$ cat config.mk
export PLATFORM = sky130hd
export DESIGN_NAME = inst_fetch_queue_flat
export DESIGN_NICKNAME = d
export VERILOG_FILES = /design/src/rtl/inst_fetch_queue_if.sv /design/src/rtl/inst_fetch_queue.sv /design/src/flat_wrapper.sv
export SDC_FILE = /design/constraint.sdc
export NUM_CORES = 1
export LEC_CHECK = 0
export CAP_MARGIN = 0
export CORE_MARGIN = 2
export CORE_UTILIZATION = 53
export DETAILED_ROUTE_END_ITERATION = 8
export GPL_TIMING_DRIVEN = 0
export PLACE_DENSITY = 0.85
export SYNTH_ARGS = -nofsm -noshare
export SYNTH_HDL_FRONTEND = slang
export SYNTH_SLANG_ARGS = --single-unit
$ cat constraint.sdc
create_clock -name clk -period 12.1 [get_ports clk]
set_clock_uncertainty 0.05 [all_clocks]
set_input_delay 1.21 -clock clk [delete_from_list [all_inputs] [get_ports clk]]
set_output_delay 1.21 -clock clk [all_outputs]
set_load 0.02 [all_outputs]
$ cat src/rtl/inst_fetch_queue_if.sv
// Fetch-queue bus bundle: redirect input, instruction-memory read port and
// the show-ahead instruction stream toward the core.
interface inst_fetch_queue_if;
   logic        redirect_valid;
   logic [31:0] redirect_pc;
   logic        imem_req;
   logic [31:0] imem_addr;
   logic        imem_ack;
   logic [31:0] imem_rdata;
   logic        inst_valid;
   logic        inst_ready;
   logic [31:0] inst_data;
   logic [31:0] inst_pc;

   modport master (
      input  redirect_valid, redirect_pc, imem_ack, imem_rdata, inst_ready,
      output imem_req, imem_addr, inst_valid, inst_data, inst_pc
   );

   modport slave (
      output redirect_valid, redirect_pc, imem_ack, imem_rdata, inst_ready,
      input  imem_req, imem_addr, inst_valid, inst_data, inst_pc
   );
endinterface

$ cat src/rtl/inst_fetch_queue.sv
// Instruction fetch unit: one outstanding memory read at a time feeding a
// show-ahead queue of {pc, instruction}; redirects flush and refetch.
module inst_fetch_queue #(
   parameter int unsigned DEPTH    = 4,
   parameter logic [31:0] RESET_PC = 32'h0000_0000
) (
   input logic               clk,
   input logic               reset,
   inst_fetch_queue_if.master bus
);
   localparam int unsigned AW = $clog2(DEPTH);

   if (DEPTH < 2 || DEPTH > 16 || (DEPTH & (DEPTH - 1)) != 0) begin : g_bad_depth
      $error("inst_fetch_queue: DEPTH must be a power of two in 2..16");
   end

   typedef enum logic [1:0] {IDLE, REQ, DRAIN} state_t;

   state_t        state, state_nxt;
   logic [31:0]   fetch_pc;
   logic [31:0]   req_addr;
   logic [AW:0]   count;
   logic [AW-1:0] rd_ptr, wr_ptr;
   logic [31:0]   pc_mem   [DEPTH];
   logic [31:0]   data_mem [DEPTH];
   logic          full, issue, push, pop;

   assign full = (count == (AW+1)'(DEPTH));
   assign pop  = bus.inst_valid && bus.inst_ready && !bus.redirect_valid;

   always_comb begin
      state_nxt     = state;
      issue         = 1'b0;
      push          = 1'b0;
      bus.imem_req  = 1'b0;
      bus.imem_addr = req_addr;
      unique case (state)
         IDLE: begin
            bus.imem_addr = fetch_pc;
            // No request is offered in a redirect cycle: it would carry the old pc
            // and then be withdrawn, since the FSM stays in IDLE.
            if (!full && !bus.redirect_valid && !reset) begin
               bus.imem_req = 1'b1;
               issue        = 1'b1;
               state_nxt    = REQ;
            end
         end
         REQ: begin
            bus.imem_req = 1'b1;
            if (bus.imem_ack) begin
               push      = !bus.redirect_valid;
               state_nxt = IDLE;
            end else if (bus.redirect_valid) begin
               state_nxt = DRAIN;
            end
         end
         DRAIN: begin
            bus.imem_req = 1'b1;
            if (bus.imem_ack) state_nxt = IDLE;
         end
         default: state_nxt = IDLE;
      endcase
   end

   always_ff @(posedge clk or posedge reset) begin
      if (reset) begin
         state    <= IDLE;
         fetch_pc <= RESET_PC;
         req_addr <= RESET_PC;
         count    <= '0;
         rd_ptr   <= '0;
         wr_ptr   <= '0;
      end else begin
         state <= state_nxt;
         if (issue) req_addr <= fetch_pc;
         if (bus.redirect_valid) begin
            fetch_pc <= {bus.redirect_pc[31:2], 2'b00};
            count    <= '0;
            rd_ptr   <= '0;
            wr_ptr   <= '0;
         end else begin
            if (push) begin
               fetch_pc <= fetch_pc + 32'd4;
               wr_ptr   <= wr_ptr + AW'(1);
            end
            if (pop) rd_ptr <= rd_ptr + AW'(1);
            if (push && !pop)      count <= count + (AW+1)'(1);
            else if (pop && !push) count <= count - (AW+1)'(1);
         end
      end
   end

   always_ff @(posedge clk or posedge reset) begin
      if (reset) begin
         for (int unsigned i = 0; i < DEPTH; i++) begin
            pc_mem[i]   <= '0;
            data_mem[i] <= '0;
         end
      end else if (push) begin
         pc_mem[wr_ptr]   <= req_addr;
         data_mem[wr_ptr] <= bus.imem_rdata;
      end
   end

   assign bus.inst_valid = (count != '0);
   assign bus.inst_pc    = pc_mem[rd_ptr];
   assign bus.inst_data  = data_mem[rd_ptr];
endmodule

$ cat src/flat_wrapper.sv
// flat-port wrapper written by rule: the top's interface ports become plain ports
module inst_fetch_queue_flat 
#(
   parameter int unsigned DEPTH    = 4,
   parameter logic [31:0] RESET_PC = 32'h0000_0000
)
  (clk, reset, bus_redirect_valid, bus_redirect_pc, bus_imem_ack, bus_imem_rdata, bus_inst_ready, bus_imem_req, bus_imem_addr, bus_inst_valid, bus_inst_data, bus_inst_pc);
  inst_fetch_queue_if bus_i ();
  input logic clk;
  input logic reset;
  input wire logic [$bits(bus_i.redirect_valid)-1:0] bus_redirect_valid;
  input wire logic [$bits(bus_i.redirect_pc)-1:0] bus_redirect_pc;
  input wire logic [$bits(bus_i.imem_ack)-1:0] bus_imem_ack;
  input wire logic [$bits(bus_i.imem_rdata)-1:0] bus_imem_rdata;
  input wire logic [$bits(bus_i.inst_ready)-1:0] bus_inst_ready;
  output wire logic [$bits(bus_i.imem_req)-1:0] bus_imem_req;
  output wire logic [$bits(bus_i.imem_addr)-1:0] bus_imem_addr;
  output wire logic [$bits(bus_i.inst_valid)-1:0] bus_inst_valid;
  output wire logic [$bits(bus_i.inst_data)-1:0] bus_inst_data;
  output wire logic [$bits(bus_i.inst_pc)-1:0] bus_inst_pc;
  assign bus_i.redirect_valid = bus_redirect_valid;
  assign bus_i.redirect_pc = bus_redirect_pc;
  assign bus_i.imem_ack = bus_imem_ack;
  assign bus_i.imem_rdata = bus_imem_rdata;
  assign bus_i.inst_ready = bus_inst_ready;
  assign bus_imem_req = bus_i.imem_req;
  assign bus_imem_addr = bus_i.imem_addr;
  assign bus_inst_valid = bus_i.inst_valid;
  assign bus_inst_data = bus_i.inst_data;
  assign bus_inst_pc = bus_i.inst_pc;
  inst_fetch_queue #(.DEPTH(DEPTH), .RESET_PC(RESET_PC)) u_core (.clk(clk), .reset(reset), .bus(bus_i));
endmodule
==> reports/results.tsv, run 1 <==
metric	value	unit
die_area	0.0285	mm2
wire_per_inst	21.3	um
insertion_delay	520	ps
die_y	169	um
critical_path.max_fanout	10	
synth_area	0.0144	mm2
grt_overflow	0	
syn_to_final_growth	22.6	%
synth_area_per_cell	14.9	um2
timing.critical_path.arrival	3950	ps
cts_tree	built	
grt_max_degree	134	
clockBufferDepth	3	
power	4.16	mW
tns	0	ps
crit_path_end_kind	output pin	
drv_cap	0	
drv_slew	0	
grt_pass1_wl	52900	um
n_fill_cell	1894	
rsz0062_at_grt	false	
start_kind	input pin	
final_common_cell	dfrtp_1	
reg2reg_slack	9190	ps
critPathKind	input pin to output pin	
max_freq	0.192	GHz
drtPass1Iterations	5	
period_minus_slack	5210	ps
place_congestion	0.833	
coreArea	0.0268	mm2
row_count	60	
cts.clk_slew.worst_paths	60	ps
cts-hold-fix-buffers	0	
ys.flop_type	dfrtp_1	
cts_inserted_buffers	35	
start_util	0.536	
synth-async-reset-ratio	1.00	
finalHoldViolations	0	
finalSetupViolCount	0	
holdCritPathClass	register to register	
most-common-layout-cells	dfrtp_1, mux2_2, clkdlybuf4s50_1	
fin_cells	1535	
gr-usage-all-layers	0.237	
ys_ff_latch	317	
htree_levels	2	
first_iter_violations	653	
nets	1247	
worst_pin_slew	850	ps
drc_errors	0	
synth_cell_types	42	
ant_nets	0	
diodes	0	
syn_inst	966	
slew-limit-headroom	0.433	
power.density	236	mW/mm2
preCtsSetupSlack	6920	ps
required	10840	ps
cts_setup_buffers	0	
status	complete, no violations	
synth-edff-count	0	
cts-resized-gates	0	
final.setup.worst_slack	6890	ps
via_per_inst	5.92	
ys_warn_count	0	
die_w	169	um
ys_seq_area_frac	0.552	
clkSinkCount	317	
p_leak	7.88	nW
cts_root_buffer	clkbuf_16	
drive_above_1_share	0.374	
dp_hpwl	21600	um
routed_wl	32700	um
antenna_found_initial	0	
dp.cells	1472	
boundaryPins	167	
vias	9080	
whs	449	ps
fin_crit_sh	0.431	
ir_drop	162	uV
first_global_vias	9587	
io_buffer_count	160	
==> through the flow <==
step | util | area [um2]
2_1_floorplan | - | 14400
3_3_place_gp | 0.612 | 16400
3_5_place_dp | 0.615 | 16500
4_1_cts | 0.657 | 17600
5_1_grt | 0.657 | 17600
6_report | 0.657 | 17600
==> sequential cells by signal, summed over array words and instances (netlist names) <==
signal	count
u_core.req_addr	30
u_core.data_mem	128
u_core.pc_mem	120
u_core.count	3
u_core.state	2
u_core.fetch_pc	30
u_core.rd_ptr	2
u_core.wr_ptr	2
==> worst max-delay path, stage by stage <==
cell	delay, ps
clkdlybuf4s50_1	620
a311o_1	390
or2_2	280
clkbuf_1	140
buf_1	330
a21oi_1	330
clkdlybuf4s50_1	650
==> final timing paths <==
kind	startpoint	to	depth (start not counted)
setup / recovery	bus_redirect_valid	bus_imem_req	7
hold / removal	u_core.data_mem[33]	u_core.data_mem[33]	1
setup reg to reg	u_core.state[1]	u_core.pc_mem[88]	7
hold reg to reg	u_core.data_mem[33]	u_core.data_mem[33]	1
max in group asynchronous	reset	u_core.data_mem[71]	4
min in group asynchronous	reset	u_core.wr_ptr[1]	2
==> cells in the mapped netlist, types with 2 or more instances <==
library cell	count	area share
or4_1	10	0.0052
nor4_1	5	0.0022
ha_1	9	0.0078
nor2_1	19	0.0050
a21oi_1	5	0.0017
buf_1	6	0.0016
buf_4	4	0.0021
and4_1	3	0.0018
mux2_2	308	0.24
xor2_1	5	0.0030
nand4_1	10	0.0044
a31oi_1	10	0.0044
mux4_2	62	0.097
o21ai_0	21	0.0073
nand2_1	37	0.0097
inv_1	15	0.0039
dfrtp_1	317	0.55
o31ai_1	4	0.0021
or3_1	7	0.0030
mux2i_1	2	0.0014
buf_2	8	0.0028
nand3_1	13	0.0045
xnor2_1	13	0.0079
nand2b_1	2	0.00087
and3_1	3	0.0013
or4_4	2	0.0016
o211ai_1	5	0.0026
clkbuf_1	44	0.011
nor3_1	4	0.0014
==> power by group <==
group,internal [mW],switching (mW)
sequential,1.32,0.194
clock,0.628,0.427
combinational,0.868,0.721
==> final cells by class <==
| class | instances | area, um2 | area share |
|---|---|---|---|
| sequential | 317 | 7930 | 0.450 |
| clock buffer | 50 | 1010 | 0.0575 |
| buffer | 62 | 258 | 0.0146 |
| clock inverter | 13 | 131 | 0.00746 |
| tap | 341 | 427 | 0.0242 |
| inverter | 16 | 67.6 | 0.00383 |
| timing repair buffer | 162 | 1660 | 0.0940 |
| multi-input combinational | 574 | 6130 | 0.348 |
==> metal layers <==
layer | part of all wire | vias to the layer above | track usage
met2 | 0.49 | 256 | 0.390
li1 | - | 3995 | -
met4 | 0.022 | 0 | 0.0690
met3 | 0.049 | 54 | 0.0390
met5 | 0 | - | 0
met1 | 0.43 | 4775 | 0.328
==> kinds of logic after synthesis <==
group / Yosys count / share of synthesized area
xor gates and xnor gates: 18 / 0.0110
muxes: 372 / 0.340
adders and majority gates: 10 / 0.00923
AOI/OAI and AO/OA: 51 / 0.0217
buffers and inverters: 78 / 0.0221
and+or+nand+nor: 119 / 0.0440
DFF: 317 / 0.552
other: 1 / 0.000261
Note: power is estimated with default switching activity, not from simulation.
==> run 2: changes to the inputs <==
--- a/config.mk
+++ b/config.mk
@@ -7,10 +7,10 @@
 export LEC_CHECK = 0
 export CAP_MARGIN = 0
 export CORE_MARGIN = 2
-export CORE_UTILIZATION = 53
+export CORE_UTILIZATION = 51
 export DETAILED_ROUTE_END_ITERATION = 8
 export GPL_TIMING_DRIVEN = 0
-export PLACE_DENSITY = 0.85
+export PLACE_DENSITY = 0.86
 export SYNTH_ARGS = -nofsm -noshare
 export SYNTH_HDL_FRONTEND = slang
 export SYNTH_SLANG_ARGS = --single-unit
==> constraint.sdc (replaced) <==
create_clock -name clk -period 4.3 [get_ports clk]
set_clock_uncertainty 0.05 [all_clocks]
set_input_delay 0.43 -clock clk [delete_from_list [all_inputs] [get_ports clk]]
set_output_delay 0.43 -clock clk [all_outputs]
set_load 0.02 [all_outputs]
==> reports/results.tsv, run 2 (synthesis results as in run 1) <==
metric	value	unit
status	complete, no violations	
slew-limit-headroom	0.385	
required	3820	ps
die_y	172	um
gr-usage-all-layers	0.224	
nets	1253	
most-common-layout-cells	dfrtp_1, mux2_2, clkdlybuf4s50_1	
dp.cells	1515	
grt_pass1_wl	51600	um
cts_tree	built	
coreArea	0.0278	mm2
drv_slew	0	
seqCellArea	0.00793	mm2
final.setup.worst_slack	562	ps
n_fill_cell	2044	
regMostFlops	u_core.data_mem	
critPathTopFamily	buffers and inverters	
met3WireLength	1850	um
cts-hold-fix-buffers	0	
drc_errors	0	
cts-resized-gates	0	
die_area	0.0295	mm2
wl_met1	14000	um
cts_root_buffer	clkbuf_16	
placed_area	0.0166	mm2
boundaryPins	167	
cts_inserted_buffers	35	
ant_nets	0	
finalHoldViolations	0	
htree_levels	2	
power	11.6	mW
final_common_cell	dfrtp_1	
crit_slowest_cell	buf_1	
grt_overflow	0	
grt_max_degree	44	
p_leak	7.90	nW
highest-signal-layer	met4	
antenna_found_initial	0	
routed_wl	32200	um
crit_chain	clkbuf_1, buf_1, mux4_2, clkdlybuf4s50_1	
path_buf_inv	3	
via_per_inst	5.75	
period_minus_slack	3740	ps
critPathKind	register to output pin	
start_util	0.517	
insertion_delay	520	ps
vias	9042	
top_regs	u_core.data_mem (128), u_core.pc_mem (120)	
multi_input_area	0.00613	mm2
clkSinkCount	317	
diodes	0	
cts.clk_slew.worst_paths	60	ps
largest_reg_flops	128	
fin_area	0.0177	mm2
critical_path.max_fanout	10	
place_congestion	0.844	
power.density	654	mW/mm2
first_iter_violations	669	
timing.critical_path.arrival	3260	ps
worst_pin_slew	921	ps
max_freq	0.268	GHz
drtPass1Iterations	5	
fin_util	0.638	
io_buffer_count	160	
tns	0	ps
row_count	61	
crit_path_end_kind	output pin	
rsz0062_at_grt	false	
ir_drop	444	uV
syn_to_final_growth	23.3	%
die_w	172	um
fin_cells	1573	
start_kind	register	
first_global_vias	9498	
dp_hpwl	22000	um
finalSetupViolCount	0	
clockBufferDepth	3	
slowest_delay	670	ps
fin_crit_sh	0.869	
whs	431	ps
preCtsSetupSlack	686	ps
drive_above_1_share	0.374	
wl_met2	15800	um
drv_cap	0	
wire_per_inst	20.5	um
cts_setup_buffers	0	
holdCritPathClass	input pin to register	
## run 2: routing by layer
metal | vias up | GRT usage
met3 | 51 | 0.0396
li1 | 4011 | -
met4 | 0 | 0.0493
met2 | 288 | 0.375
met5 | - | 0
met1 | 4692 | 0.310
## run 2: worst register-to-register path: stages (launching register included)
cell      delay, ps
dfrtp_1         370
inv_1            90
ha_1            270
nand2_1         350
nor2_1          140
nand2_1         390
clkbuf_1        700
mux2_2          420
## run 2: layout make-up
cell class              instances  share of cell area
clock inverters                10             0.00678
multi-input cells             574               0.346
flip-flops and latches        317               0.448
well taps                     378              0.0267
plain buffers                  62              0.0145
inverters                      16             0.00360
repair buffers                168              0.0998
clock buffers                  48              0.0550
## run 2: worst paths after layout
kind / startpoint / endpoint / slack, ps / cells after the start
worst max-delay path: u_core.rd_ptr[0] / bus_inst_pc[28] / 560 / 4
worst min-delay path: bus_redirect_pc[11] / u_core.fetch_pc[11] / 430 / 3
worst max register to register: u_core.state[1] / u_core.pc_mem[49] / 1410 / 7
worst min register to register: u_core.data_mem[45] / u_core.data_mem[45] / 450 / 1
max in group asynchronous: reset / u_core.data_mem[66] / 2460 / 5
min in group asynchronous: reset / u_core.fetch_pc[31] / 520 / 2
## run 2: report_power, final
part           leakage [nW]  switching, mW  internal [mW]
combinational          3.22           2.02           2.45
sequential             4.15          0.534           3.71
clock                 0.536           1.16           1.71
total                  7.90           3.71           7.87
==> run 3: changes to the inputs <==
--- a/config.mk
+++ b/config.mk
@@ -6,7 +6,6 @@
 export NUM_CORES = 1
 export LEC_CHECK = 0
 export CAP_MARGIN = 0
-export CORE_MARGIN = 2
 export CORE_UTILIZATION = 51
 export DETAILED_ROUTE_END_ITERATION = 8
 export GPL_TIMING_DRIVEN = 0
==> reports/results.tsv, run 3 (synthesis results as in run 1) <==
metric	value	unit
cts_inserted_buffers	34	
critical_path.max_fanout	10	
slew-limit-headroom	0.435	
coreArea	0.0278	mm2
finalHoldViolations	0	
cts_setup_buffers	0	
r2r_start	u_core.state[1]	
r2r-end	u_core.data_mem[95]	
cts-resized-gates	0	
max_freq	0.266	GHz
top_regs	u_core.data_mem (128), u_core.pc_mem (120)	
clockBufferDepth	3	
vias	9036	
placed_area	0.0166	mm2
critPathKind	register to output pin	
gr-usage-all-layers	0.233	
fin_cells	1576	
finalSetupViolCount	0	
insertion_delay	510	ps
boundaryPins	167	
cts.clk_slew.worst_paths	60	ps
drtPass1Iterations	5	
drv_slew	0	
reg2regPathDepth	7	
crit_end	bus_imem_req	
syn_to_final_growth	23.7	%
grt_pass1_wl	51800	um
largest_reg_flops	128	
start_kind	register	
first_iter_violations	595	
reg2reg_slack	1360	ps
drv_cap	0	
cts_tree	built	
fin_area	0.0178	mm2
start_util	0.517	
io_buffer_count	160	
first_global_vias	9580	
diodes	0	
required	3820	ps
via_per_inst	5.73	
crit_start	u_core.state[1]	
dp_hpwl	21800	um
die_y	170	um
nets	1252	
worst_pin_slew	848	ps
routed_wl	32400	um
power	11.7	mW
drc_errors	0	
wire_per_inst	20.5	um
regMostFlops	u_core.data_mem	
status	complete, no violations	
grt_max_degree	45	
drive_above_1_share	0.377	
fin_crit_sh	0.875	
grt_overflow	0	
place_congestion	0.872	
htree_levels	2	
timing.critical_path.arrival	3280	ps
power.density	657	mW/mm2
cts_root_buffer	clkbuf_16	
p_leak	7.94	nW
most-common-layout-cells	dfrtp_1, mux2_2, clkdlybuf4s50_1	
ant_nets	0	
holdCritPathClass	input pin to async pin	
dp.cells	1515	
antenna_found_initial	0	
row_count	61	
ir_drop	396	uV
period_minus_slack	3760	ps
die_area	0.0289	mm2
clkSinkCount	317	
cts-hold-fix-buffers	0	
final_common_cell	dfrtp_1	
die_w	170	um
rsz0062_at_grt	false	
crit_path_end_kind	output pin	
[run 3: changes by cell type in the layout (fill, tap and decap cells not counted), sizes merged]
cell    delta
clkbuf     +5
clkinv     +3
bufinv     -1
inv        -4
[run 3: where the power goes]
part / switching (mW) / leakage [nW] / total (mW) / internal [mW]
clock network: 1.16 / 0.573 / 2.95 / 1.80
registers: 0.535 / 4.15 / 4.25 / 3.71
logic: 2.02 / 3.22 / 4.47 / 2.45
[run 3: final cells by class]
class	count	area (um2)
multi-input combinational	574	6130
tap	378	473
inverter	16	63.8
clock inverter	8	67.6
clock buffer	53	1090
fill	2049	10000
timing repair buffer	168	1760
buffer	62	258
sequential	317	7930
[run 3: per-stage QoR]
step | worst slack (ps) | setup TNS (ps) | util | hold WS [ps]
finish | 536 | 0 | 0.640 | 358
global route | 308 | 0 | 0.640 | 397
CTS | 476 | 0 | 0.640 | 349
detailed placement | 727 | 0 | 0.598 | 437
global placement | -2470 | -777640 | 0.593 | 431
floorplan | -405 | -128330 | - | 424
[run 3: critical path, stage by stage, from the launching register on]
cell,delay [ps]
dfrtp_1,410
inv_1,120
ha_1,160
clkbuf_1,270
inv_1,60
or2_2,290
clkbuf_1,150
buf_1,320
a21oi_1,320
clkdlybuf4s50_1,650
[run 3: worst min path at each step]
stage                            from                 end  slack [ps]  depth (start not counted)
floorplan           u_core.pc_mem[34]   u_core.pc_mem[34]         420                          1
global placement    u_core.pc_mem[49]   u_core.pc_mem[49]         430                          1
detailed placement  u_core.pc_mem[52]   u_core.pc_mem[52]         440                          1
CTS                             reset     u_core.count[0]         350                          2
global route                    reset  u_core.pc_mem[109]         400                          2
finish                          reset     u_core.count[0]         360                          2
[run 3: layer usage]
| layer | GRT usage | part of all wire | up-vias |
|---|---|---|---|
| met5 | 0 | 0 | - |
| met4 | 0.0854 | 0.030 | 0 |
| met3 | 0.0419 | 0.053 | 64 |
| met2 | 0.386 | 0.49 | 278 |
| met1 | 0.309 | 0.43 | 4705 |
| li1 | - | - | 3989 |
